[config.mk]
export PLATFORM = sky130hd
export DESIGN_NAME = rx_gasket
export DESIGN_NICKNAME = d
export VERILOG_FILES = /design/src/rtl/rx_gasket_pkg.sv /design/src/rtl/rx_gasket.sv
export SDC_FILE = /design/constraint.sdc
export NUM_CORES = 1
export LEC_CHECK = 0
export CORE_UTILIZATION = 50
export CTS_CLUSTER_SIZE = 8
export DETAILED_ROUTE_END_ITERATION = 10
export GPL_TIMING_DRIVEN = 0
export HOLD_SLACK_MARGIN = 0.1
export PLACE_DENSITY = 0.78
export SKIP_LAST_GASP = 1
export SLEW_MARGIN = 5
export SYNTH_ARGS = -nofsm -noshare
export SYNTH_HDL_FRONTEND = slang
export SYNTH_SLANG_ARGS = --single-unit
[constraint.sdc]
create_clock -name Bit_Rate_CLK_10 -period 5.9 [get_ports Bit_Rate_CLK_10]
set_input_delay 1.77 -clock Bit_Rate_CLK_10 [delete_from_list [all_inputs] [get_ports Bit_Rate_CLK_10]]
set_output_delay 1.77 -clock Bit_Rate_CLK_10 [all_outputs]
set_load 0.005 [all_outputs]
[src/rtl/rx_gasket_pkg.sv]
// Shared gasket constants: MAC width codes, lane helpers,
// the K28.5 COM symbol and the lane-fill FSM states.
package rx_gasket_pkg;

  localparam logic [5:0] WIDTH_8  = 6'd8;
  localparam logic [5:0] WIDTH_16 = 6'd16;
  localparam logic [5:0] WIDTH_32 = 6'd32;

  localparam logic [7:0] K28_5 = 8'hBC;

  typedef enum logic {
    IDLE,
    FILL
  } state_t;

  // Unknown width codes fall back to a byte-wide MAC.
  function automatic logic [2:0] lanes_of(input logic [5:0] w);
    case (w)
      WIDTH_16: return 3'd2;
      WIDTH_32: return 3'd4;
      default:  return 3'd1;
    endcase
  endfunction

  function automatic logic [31:0] lane_mask(input logic [2:0] n);
    case (n)
      3'd4:    return 32'hFFFF_FFFF;
      3'd2:    return 32'h0000_FFFF;
      default: return 32'h0000_00FF;
    endcase
  endfunction

endpackage

[src/rtl/rx_gasket.sv]
// Packs decoded RX symbols into 8/16/32-bit MAC words,
// lane 0 first, with optional realignment on COM.
module rx_gasket
  import rx_gasket_pkg::*;
#(
  parameter bit         ALIGN_ON_COM = 1'b1,
  parameter logic [7:0] COM_SYMBOL   = K28_5
) (
  input  logic        Bit_Rate_CLK_10,
  input  logic        Reset,
  input  logic [5:0]  DataBusWidth,
  input  logic [7:0]  RxData,
  input  logic        RxDataK,
  input  logic        RxValid,
  output logic [31:0] MAC_RX_Data,
  output logic [3:0]  MAC_RX_DataK,
  output logic        MAC_RX_Valid,
  output logic        Partial_Drop
);

  state_t      state_q, state_d;
  logic [1:0]  cnt_q, cnt_d;
  logic [2:0]  n_q, n_d;
  logic [31:0] asm_q, asm_d;
  logic [3:0]  asmk_q, asmk_d;
  logic [31:0] data_d;
  logic [3:0]  datak_d;
  logic        valid_d, drop_d;
  logic        done, is_com;
  logic [2:0]  n_new;
  logic [31:0] m;

  always_ff @(posedge Bit_Rate_CLK_10 or posedge Reset) begin
    if (Reset) begin
      state_q      <= IDLE;
      cnt_q        <= 2'd0;
      n_q          <= 3'd1;
      asm_q        <= 32'h0;
      asmk_q       <= 4'h0;
      MAC_RX_Data  <= 32'h0;
      MAC_RX_DataK <= 4'h0;
      MAC_RX_Valid <= 1'b0;
      Partial_Drop <= 1'b0;
    end else begin
      state_q      <= state_d;
      cnt_q        <= cnt_d;
      n_q          <= n_d;
      asm_q        <= asm_d;
      asmk_q       <= asmk_d;
      MAC_RX_Data  <= data_d;
      MAC_RX_DataK <= datak_d;
      MAC_RX_Valid <= valid_d;
      Partial_Drop <= drop_d;
    end
  end

  always_comb begin
    state_d = state_q;
    cnt_d   = cnt_q;
    n_d     = n_q;
    asm_d   = asm_q;
    asmk_d  = asmk_q;
    data_d  = MAC_RX_Data;
    datak_d = MAC_RX_DataK;
    valid_d = 1'b0;
    drop_d  = 1'b0;
    done    = 1'b0;
    m       = 32'h0;
    n_new   = lanes_of(DataBusWidth);
    is_com  = ALIGN_ON_COM && RxDataK &&
              (RxData == COM_SYMBOL);

    if (RxValid) begin
      if (state_q == IDLE || is_com) begin
        n_d    = n_new;
        asm_d  = {24'h0, RxData};
        asmk_d = {3'b000, RxDataK};
        // A COM that completes a 1-lane word outranks the drop pulse.
        if (n_new == 3'd1) begin
          done = 1'b1;
        end else begin
          cnt_d   = 2'd1;
          state_d = FILL;
          drop_d  = (state_q == FILL);
        end
      end else begin
        asm_d[{cnt_q, 3'b000} +: 8] = RxData;
        asmk_d[cnt_q]               = RxDataK;
        if ({1'b0, cnt_q} == n_q - 3'd1)
          done = 1'b1;
        else
          cnt_d = cnt_q + 2'd1;
      end
    end else if (state_q == FILL) begin
      drop_d  = 1'b1;
      cnt_d   = 2'd0;
      state_d = IDLE;
      asm_d   = 32'h0;
      asmk_d  = 4'h0;
    end

    if (done) begin
      m       = lane_mask(n_d);
      data_d  = asm_d & m;
      datak_d = asmk_d & {m[24], m[16], m[8], m[0]};
      valid_d = 1'b1;
      cnt_d   = 2'd0;
      state_d = IDLE;
    end
  end

endmodule

==> flow_metrics.py <==
metrics = {
    "status": {
        "status": "finished with violations",
        "violations": "design-rule violations",
    },
    "flow_run": {
        "drv_cap": 0,
    },
    "grt": {
        "grt_start_max_net_pins": 67,
        "grt_pass1_wl_um": 12680,
        "antenna_found_initial": 0,
        "grt_overflow": 0,
        "first_global_vias": 2413,
        "gr-usage-all-layers": 0.2383,
    },
    "drt": {
        "wire_per_inst_um": 19.56,
        "wl_um": 7667,
        "drc_errors": 12,
        "via_per_inst": 5.952,
        "first_pass_iters": 9,
        "ant_nets": 0,
        "drt_iter0_markers": 128,
        "num_vias": 2333,
    },
    "cts": {
        "postCtsSetupBuffers": 0,
        "cts_root_buf": "clkbuf_8",
        "clk_latency_ns": 0.36,
        "cts_buffers": 9,
        "path_clk_slew_ns": 0.08,
        "htree_levels": 3,
        "cts_sinks": 80,
        "cts_resized": 0,
        "cts_tree": "built",
        "holdBufCountCts": 0,
        "cts_buffer_depth": 2,
    },
    "placed_design": {
        "dp_cells": 376,
        "gp_congestion": 0.9121,
        "dp_hpwl_um": 5159,
        "io_buffers": 53,
    },
    "logic_synthesis": {
        "synth_edf_count": 0,
        "synthTopCellsByArea": "dfrtp_1, a22o_1, ha_1, mux2_2, o31ai_4",
        "syn_area_per_cell_um2": 13.79,
        "syn_area_mm2": 0.003379,
        "async_reset_ff_frac": 1.000,
        "netlist.area_leader.share": 0.5850,
        "synthTopCellsByCount": "dfrtp_1, a22o_1, nand2_1",
        "netlist.top_cell.by_area": "dfrtp_1",
        "syn-num-nets": 272,
        "yosys_most_used_dff": "dfrtp_1",
        "ys_types": 38,
        "synth_most_common_cell": "dfrtp_1",
        "yosys_warnings": 0,
        "synthCells": 245,
        "ys_seq_area_frac": 0.5927,
        "ys_ff_latch": 80,
    },
    "critical_path": {
        "startpoint": "RxData[7]",
        "worstPathRequired_ns": 6.20,
        "cp-start-kind": "input pin",
        "critPathMaxFanout": 10,
        "worst_ep_arrival_time_ns": 4.24,
        "r2r_start": "cnt_q[0]$_DFFE_PP0P_",
        "path_class": "in -> reg",
        "cp-end-kind": "register",
    },
    "timing": {
        "relSlewSlack": 0.4152,
        "hold_violations": 0,
        "setup_tns_ns": 0,
        "finalCriticalPeriod_ns": 3.949,
        "worst_pin_slew_ns": 0.8699,
        "finalMaxSlewViolations": 0,
        "timing.final.crit_share": 0.6694,
        "fmax_ghz": 0.2532,
        "finClkSkew_ns": 0.007754,
        "final-setup-viol-count": 0,
        "rsz0062_at_grt": "false",
    },
    "finish": {
        "nNetsFinal": 337,
        "fillers": 473,
        "diodes": 0,
        "syn2layout_area_growth_pct": 25.95,
        "layout.cells.non_filler": 392,
        "drive_above_1_share": 0.1492,
    },
    "worst_hold_path": {
        "min_from": "MAC_RX_Data[8]$_DFFE_PP0P_",
        "hold_class": "reg -> reg",
    },
    "floorplanning": {
        "die_y_um": 84.22,
        "start_util": 0.5262,
        "dieArea_mm2": 0.007092,
        "rows": 29,
        "io-pin-count": 56,
        "core_region_area_mm2": 0.006422,
        "fp.dieW_um": 84.22,
    },
    "power_and_ir_drop": {
        "p_leak_nw": 1.908,
        "power_density_mw_per_mm2": 266.2,
        "irDropWorstVdd_uv": 201.4,
    },
}
==> sequential cells by signal (all words and copies together) (netlist names) <==
| name | count |
|---|---|
| Partial_Drop | 1 |
| asm_q | 32 |
| cnt_q | 2 |
| state_q | 1 |
| MAC_RX_Data | 32 |
| n_q | 3 |
| MAC_RX_Valid | 1 |
| MAC_RX_DataK | 4 |
| asmk_q | 4 |
==> worst paths after layout <==
| kind | slack [ns] | to | depth (start not counted) |
|---|---|---|---|
| worst min-delay path | 0.51 | MAC_RX_Data[8]$_DFFE_PP0P_ | 1 |
| min in group asynchronous | 1.69 | MAC_RX_Data[23]$_DFFE_PP0P_ | 2 |
| worst max-delay path | 1.95 | MAC_RX_Data[19]$_DFFE_PP0P_ | 8 |
| max in group asynchronous | 3.60 | n_q[0]$_DFF_PP1_ | 3 |
| worst max register to register | 3.36 | MAC_RX_Data[19]$_DFFE_PP0P_ | 8 |
| worst min register to register | 0.51 | MAC_RX_Data[8]$_DFFE_PP0P_ | 1 |
==> stage by stage <==
step           hold WS, ns  setup WS, ns  cell area, um2    util  power (W)
2_1_floorplan       0.4664         2.080            3379       -  0.0006389
3_3_place_gp        0.4835        0.9285            4006  0.6238  0.0006885
3_5_place_dp        0.4849         1.620            4036  0.6285  0.0006940
4_1_cts             0.5093         1.958            4257  0.6628   0.001138
5_1_grt             0.5204         1.770            4257  0.6628   0.001170
6_report            0.5097         1.951            4257  0.6628   0.001133
==> report_power, final <==
group          internal [W]  switching [W]  total [W]
registers          0.000565     0.00000879   0.000574
clock network      0.000241       0.000209   0.000451
logic             0.0000514      0.0000572   0.000109
==> layer usage <==
layer | GRT usage | up-vias | wire length (um)
met1 | 0.3146 | 1188 | 3425
met5 | 0 | - | 0
met2 | 0.3793 | 70 | 3728
met4 | 0.1223 | 0 | 193
met3 | 0.04523 | 13 | 319
li1 | - | 1062 | -
==> critical path, stage by stage <==
cell             delay, ns
clkdlybuf4s50_1       0.59
and4_1                0.29
buf_2                 0.16
nand3_1               0.11
nand3_1               0.26
nor4_4                0.61
buf_4                 0.30
a22o_1                0.15
==> final cells by class <==
| cell class | instances | area [um2] | area share |
|---|---|---|---|
| clock buffers | 10 | 127.6 | 0.02998 |
| well taps | 77 | 96.34 | 0.02263 |
| plain buffers | 9 | 58.81 | 0.01382 |
| clock inverters | 6 | 92.59 | 0.02175 |
| repair buffers | 54 | 558.0 | 0.1311 |
| multi-input cells | 146 | 1280 | 0.3007 |
| flip-flops and latches | 80 | 2003 | 0.4706 |
| inverters | 10 | 40.04 | 0.009406 |
==> cell usage in the layout, fill, tap and decap left out, types with 4 or more instances in the layout <==
master           instances
a22o_1                  61
buf_2                    4
clkbuf_8                 9
clkdlybuf4s50_1         53
dfrtp_1                 79
ha_1                     9
inv_1                    9
mux2_2                   9
nand2_1                 15
nand3_1                  4
nor2_1                   4
o21ai_0                  7
o31ai_4                  4
==> logic make-up after synthesis <==
| logic type | count (synthesis) | share of synthesized area |
|---|---|---|
| AOI/OAI and AO/OA | 85 | 0.2218 |
| xor gates and xnor gates | 5 | 0.01296 |
| adders and majority gates | 9 | 0.03332 |
| buffers and inverters | 19 | 0.02851 |
| DFF | 80 | 0.5927 |
| muxes | 10 | 0.03295 |
| and+or+nand+nor | 37 | 0.07775 |
Power figures use the tool's default switching activity.
